### src/rtl/wb_bus_arbiter.sv
// ---------------------------------------------------------------------------
// wb_bus_arbiter
//
// Two-master, one-slave Wishbone B4 arbiter for the shared SRAM bus.
//   master 0 : host / SPI loader (dictionary and bit-vector tables)
//   master 1 : Levenshtein search engine
//   slave    : SRAM controller
//
// The grant is held for the whole cycle (cyc high), so incremental bursts
// are never split. On release the grant passes directly to the other master
// if it is requesting, which prevents starvation. From idle, master 0 wins
// a simultaneous request.
//
// Ports
//   clk_i, rst_ni                      clock, asynchronous active-low reset
//   mN_cyc/stb/we/adr/dat/cti/bte_i    master N request side (N = 0, 1)
//   mN_ack/err/rty_o, mN_dat_o         terminations and read data to master N
//   s_cyc/stb/we/adr/dat/cti/bte_o     slave request side
//   s_ack/err/rty_i, s_dat_i           slave terminations and read data
//   gnt_o                              one-hot owner, 00 = idle
//   timeout_o                          sticky watchdog flag (reset clears)
//
// Optional feature, macro WB_ARB_TIMEOUT_EN:
//   builds a 16-bit stall watchdog. After TIMEOUT_CYCLES stalled strobe
//   cycles the owner receives a one-cycle err, s_cyc_o/s_stb_o are forced
//   low for that cycle and timeout_o is set. Without the macro no counter
//   exists, timeout_o is 0 and a stalled slave stalls the owner forever.
// ---------------------------------------------------------------------------
module wb_bus_arbiter #(
  parameter int unsigned ADDR_WIDTH     = 24,
  parameter int unsigned TIMEOUT_CYCLES = 255
) (
  input  logic                  clk_i,
  input  logic                  rst_ni,

  input  logic                  m0_cyc_i,
  input  logic                  m0_stb_i,
  input  logic                  m0_we_i,
  input  logic [ADDR_WIDTH-1:0] m0_adr_i,
  input  logic [7:0]            m0_dat_i,
  input  logic [2:0]            m0_cti_i,
  input  logic [1:0]            m0_bte_i,
  output logic                  m0_ack_o,
  output logic                  m0_err_o,
  output logic                  m0_rty_o,
  output logic [7:0]            m0_dat_o,

  input  logic                  m1_cyc_i,
  input  logic                  m1_stb_i,
  input  logic                  m1_we_i,
  input  logic [ADDR_WIDTH-1:0] m1_adr_i,
  input  logic [7:0]            m1_dat_i,
  input  logic [2:0]            m1_cti_i,
  input  logic [1:0]            m1_bte_i,
  output logic                  m1_ack_o,
  output logic                  m1_err_o,
  output logic                  m1_rty_o,
  output logic [7:0]            m1_dat_o,

  output logic                  s_cyc_o,
  output logic                  s_stb_o,
  output logic                  s_we_o,
  output logic [ADDR_WIDTH-1:0] s_adr_o,
  output logic [7:0]            s_dat_o,
  output logic [2:0]            s_cti_o,
  output logic [1:0]            s_bte_o,
  input  logic                  s_ack_i,
  input  logic                  s_err_i,
  input  logic                  s_rty_i,
  input  logic [7:0]            s_dat_i,

  output logic [1:0]            gnt_o,
  output logic                  timeout_o
);

  // Parameter range check at elaboration time.
  if (TIMEOUT_CYCLES < 1 || TIMEOUT_CYCLES > 65535) begin : g_bad_timeout
    $error("wb_bus_arbiter: TIMEOUT_CYCLES must be in 1..65535");
  end

  typedef enum logic [1:0] {
    IDLE = 2'b00,
    OWN0 = 2'b01,
    OWN1 = 2'b10
  } owner_e;

  owner_e owner_q, owner_d;

  // Selected owner request, zero when idle.
  logic                  own_cyc;
  logic                  own_stb;
  logic                  own_we;
  logic [ADDR_WIDTH-1:0] own_adr;
  logic [7:0]            own_dat;
  logic [2:0]            own_cti;
  logic [1:0]            own_bte;

  logic                  slv_term;
  logic                  timeout_hit;

  assign slv_term = s_ack_i | s_err_i | s_rty_i;

  // -------------------------------------------------------------------------
  // Owner register
  // -------------------------------------------------------------------------
  always_comb begin
    owner_d = owner_q;
    unique case (owner_q)
      IDLE: begin
        if (m0_cyc_i)      owner_d = OWN0;
        else if (m1_cyc_i) owner_d = OWN1;
      end
      OWN0: begin
        if (!m0_cyc_i) owner_d = m1_cyc_i ? OWN1 : IDLE;
      end
      OWN1: begin
        if (!m1_cyc_i) owner_d = m0_cyc_i ? OWN0 : IDLE;
      end
      default: owner_d = IDLE;
    endcase
  end

  always_ff @(posedge clk_i or negedge rst_ni) begin
    if (!rst_ni) owner_q <= IDLE;
    else         owner_q <= owner_d;
  end

  always_comb begin
    gnt_o = '0;
    gnt_o[0] = (owner_q == OWN0);
    gnt_o[1] = (owner_q == OWN1);
  end

  // -------------------------------------------------------------------------
  // Combinational data path, steered by the owner register only
  // -------------------------------------------------------------------------
  always_comb begin
    own_cyc = 1'b0;
    own_stb = 1'b0;
    own_we  = 1'b0;
    own_adr = '0;
    own_dat = '0;
    own_cti = '0;
    own_bte = '0;
    unique case (owner_q)
      OWN0: begin
        own_cyc = m0_cyc_i;
        own_stb = m0_stb_i;
        own_we  = m0_we_i;
        own_adr = m0_adr_i;
        own_dat = m0_dat_i;
        own_cti = m0_cti_i;
        own_bte = m0_bte_i;
      end
      OWN1: begin
        own_cyc = m1_cyc_i;
        own_stb = m1_stb_i;
        own_we  = m1_we_i;
        own_adr = m1_adr_i;
        own_dat = m1_dat_i;
        own_cti = m1_cti_i;
        own_bte = m1_bte_i;
      end
      default: ;
    endcase
  end

  always_comb begin
    // A watchdog expiry withdraws the cycle from the slave for one clock.
    s_cyc_o = own_cyc & ~timeout_hit;
    s_stb_o = own_stb & ~timeout_hit;
    s_we_o  = own_we;
    s_adr_o = own_adr;
    s_dat_o = own_dat;
    s_cti_o = own_cti;
    s_bte_o = own_bte;
  end

  always_comb begin
    m0_ack_o = (owner_q == OWN0) & s_ack_i;
    m0_err_o = (owner_q == OWN0) & (s_err_i | timeout_hit);
    m0_rty_o = (owner_q == OWN0) & s_rty_i;
    m1_ack_o = (owner_q == OWN1) & s_ack_i;
    m1_err_o = (owner_q == OWN1) & (s_err_i | timeout_hit);
    m1_rty_o = (owner_q == OWN1) & s_rty_i;
    m0_dat_o = s_dat_i;
    m1_dat_o = s_dat_i;
  end

  // -------------------------------------------------------------------------
  // Stall watchdog
  // -------------------------------------------------------------------------
`ifdef WB_ARB_TIMEOUT_EN
  localparam logic [15:0] WDOG_LAST = 16'(TIMEOUT_CYCLES - 1);

  logic [15:0] wdog_q, wdog_d;
  logic        timeout_q, timeout_d;
  logic        stalled;

  // wdog_q counts stalled cycles already seen, so the expiry fires in the
  // TIMEOUT_CYCLES-th stalled cycle itself.
  assign stalled = own_cyc & own_stb & ~slv_term;

  always_comb begin
    wdog_d      = wdog_q;
    timeout_d   = timeout_q;
    timeout_hit = 1'b0;
    if (stalled && wdog_q == WDOG_LAST) begin
      timeout_hit = 1'b1;
      timeout_d   = 1'b1;
    end
    if (owner_q == IDLE || owner_d != owner_q || slv_term || timeout_hit) begin
      wdog_d = '0;
    end else if (stalled) begin
      wdog_d = wdog_q + 16'd1;
    end
  end

  always_ff @(posedge clk_i or negedge rst_ni) begin
    if (!rst_ni) begin
      wdog_q    <= '0;
      timeout_q <= 1'b0;
    end else begin
      wdog_q    <= wdog_d;
      timeout_q <= timeout_d;
    end
  end

  assign timeout_o = timeout_q;
`else
  assign timeout_hit = 1'b0;
  assign timeout_o   = 1'b0;
`endif

endmodule
### config.mk
export PLATFORM = sky130hd
export DESIGN_NAME = wb_bus_arbiter
export DESIGN_NICKNAME = d
export VERILOG_FILES = /design/src/rtl/wb_bus_arbiter.sv
export SDC_FILE = /design/constraint.sdc
export NUM_CORES = 1
export LEC_CHECK = 0
export CAP_MARGIN = 20
export CORE_UTILIZATION = 24
export DETAILED_ROUTE_END_ITERATION = 16
export PLACE_DENSITY_LB_ADDON = 0.05
export SYNTH_ARGS = -nofsm -noshare
export SYNTH_HDL_FRONTEND = slang
export SYNTH_SLANG_ARGS = --single-unit
### constraint.sdc
create_clock -name clk_i -period 4.8 [get_ports clk_i]
set_clock_uncertainty 0.2 [all_clocks]
set_input_delay 0.96 -clock clk_i [delete_from_list [all_inputs] [get_ports clk_i]]
set_output_delay 0.96 -clock clk_i [all_outputs]
set_load 0.005 [all_outputs]
==> flow_summary.toml <==
[grt]
grt-ovfl-total = 0
antenna_found_initial = 0
grt_pass1_vias = 1287
grtUsageTotal = 0.171
grt_start_max_net_pins = 41
grt_first_pass_wirelength_um = 5920

[min_path]
hold_path_class = "reg -> reg"
min_to = "owner_q[1]"
min_path_cells = 1
min_from = "owner_q[1]"

[clock_network]
cts_buffer_depth = 2
ctsHoldBuffers = 0
clock-sinks = 2
htree_levels = 1
cts_resized = 0
cts_buffers = 3
path_clk_slew_ns = 0.03
cts_tree = "built"
cts_setup_buffers = 0
insertion_delay_ns = 0.22
root_buffer = "clkbuf_8"

[final_layout]
area_delta_synth_final_pct = 128
antenna_cells = 0
regMostFlops = "owner_q"
layout.nets = 342
fin_util = 0.588
largest_register_ffs = 2
drive_gt1_frac = 0.0372
fill_cells = 336
design_area_sq_mm = 0.00223
largestRegisters = "owner_q (2)"

[critical_path]
worstPathRequired_ns = 3.64
reg2reg_slack_ns = 2.53
worstRegToRegCells = 5
cpPeakStageDelay_ns = 0.80
path_cells = "inv_1 > ha_1 > buf_4 > a22oi_1 > nor2b_1 > clkdlybuf4s50_1"
path_max_fanout = 26
critPathBufInv = 3
crit_family = "buffers and inverters"
worstPathArrival_ns = 2.63
crit_path_end_kind = "output port"
worstSetupPathType = "reg -> out"
r2r_end = "owner_q[1]"
r2r-start = "owner_q[1]"
crit_slowest_cell = "ha_1"
cp-start-kind = "flop"

[timing]
finalSetupViolCount = 0
rsz0062_at_grt = "false"
tightest_slew_ns = 0.972
max_freq_mhz = 264
slew_violations = 0
period_minus_slack_ns = 3.79
relSlewSlack = 0.352
setup_tns_ns = 0
hold_viol = 0
finalCritPeriodShare = 0.790

[synthesis]
synth.area.top_cells = "a22oi_1, nor2b_1, buf_4"
synth-main-ff-cell = "dfrtp_1"
yosys_warnings = 0
synth_nets = 232
yosysMostFrequentCell = "nor2b_1"
ys_types = 19
syn_area_per_cell_sq_um = 7.32
ys_ff_latch = 2
synth_area_sq_um = 981
synth_cells = 134
yosysTopAreaCell = "a22oi_1"
ys_seq_area_frac = 0.0510
synth_top_area_share = 0.298
synth_commonest_cells = "nor2b_1, a22oi_1, buf_4"
async_flop_share = 1.00
synth_edf_count = 0

[placement]
place_area_sq_mm = 0.00219
place.gp.congestion = 0.795
dp_hpwl_um = 3130
io_buffer_count = 132

[die]
initial_core_util = 0.258
die_w_um = 65.9
core-area_sq_mm = 0.00380
dieArea_sq_mm = 0.00435
num_io_pins = 158
std_cell_rows = 22
die_h_um = 65.9

[drt]
drt-total-wl_um = 4050
post-route-drc-count = 0
vias = 1373
wire_per_inst_um = 14.0
ant_nets = 0
drtPass1Iterations = 4
vias_per_cell = 4.73
drtIter0Drc = 86

[power]
power_density_mw_per_mm2 = 414
peakVddDrop_uv = 405
leakagePower_nw = 0.790
power_mw = 0.924

[run]
max-cap-violations = 0

[outcome]
status = "complete, no violations"
-- worst register-to-register path: cells and delay by family (launching register included) --
kind,cells,cell delay (ns)
AO/OA/AOI/OAI,2,0.36
adder cells (fa/ha/maj),1,0.80
buffers and inverters,1,0.10
flip-flops,1,0.41
multiplexers,1,0.30
-- worst max-delay path by stage --
stage	depth (start not counted)	start	end
global placement	6	owner_q[1]	s_adr_o[18]
CTS	6	owner_q[1]	s_adr_o[13]
detailed placement	6	owner_q[1]	s_adr_o[13]
finish	6	owner_q[1]	s_adr_o[13]
global route	6	owner_q[1]	s_adr_o[14]
floorplan	6	owner_q[0]	s_adr_o[0]
-- cells in the final DEF, fill, tap and decap left out --
cell type          n
o21ai_0            1
nand2_1            1
inv_1              3
a22oi_4            1
a22oi_1           39
a21oi_1            1
o2111ai_1          1
ha_1               5
clkbuf_8           3
nor2b_1           40
conb_1             1
o21a_1             1
and2_1             6
nand2b_4           1
clkdlybuf4s50_1  132
buf_4              3
mux2_4             1
dfrtp_1            2
-- per-layer routing --
metal | global-route usage | part of all wire | vias up
li1 | - | - | 674
met1 | 0.188 | 0.37 | 619
met2 | 0.335 | 0.53 | 75
met3 | 0.0259 | 0.10 | 5
met4 | 0.0372 | 0.0067 | 0
met5 | 0 | 0 | -
-- logic make-up (layout without fill, tap and decap cells) --
family / Yosys count / in the layout / share of synthesized area
AOI/OAI and AO/OA: 44 / 44 / 0.347
and+or+nand+nor: 48 / 48 / 0.311
adders and majority gates: 5 / 5 / 0.0638
muxes: 1 / 1 / 0.0153
other: 1 / 1 / 0.00382
DFF: 2 / 2 / 0.0510
buffers and inverters: 33 / 141 / 0.208
-- stage by stage --
| stage | hold WS [ns] | setup WS (ns) | instances |
|---|---|---|---|
| after floorplan | 0.359 | 2.36 | 134 |
| after global placement | 0.380 | 1.29 | 287 |
| after detailed placement | 0.406 | 1.23 | 287 |
| after CTS | 0.412 | 0.991 | 290 |
| after global routing | 0.447 | 0.798 | 290 |
| final | 0.398 | 1.01 | 290 |
-- final cells by class --
cell class | instances | area [sq um] | share of cell area
repair buffers | 135 | 1340 | 0.602
multi-input cells | 99 | 727 | 0.325
well taps | 48 | 60.1 | 0.0269
flip-flops and latches | 2 | 50.0 | 0.0224
clock buffers | 3 | 41.3 | 0.0185
inverters | 3 | 11.3 | 0.00504
-- power by group --
part / total [mW] / switching (mW) / internal [mW]
logic: 0.822 / 0.328 / 0.495
clock network: 0.0685 / 0.0152 / 0.0532
registers: 0.0326 / 0.00794 / 0.0247
Power figures use the tool's default switching activity.
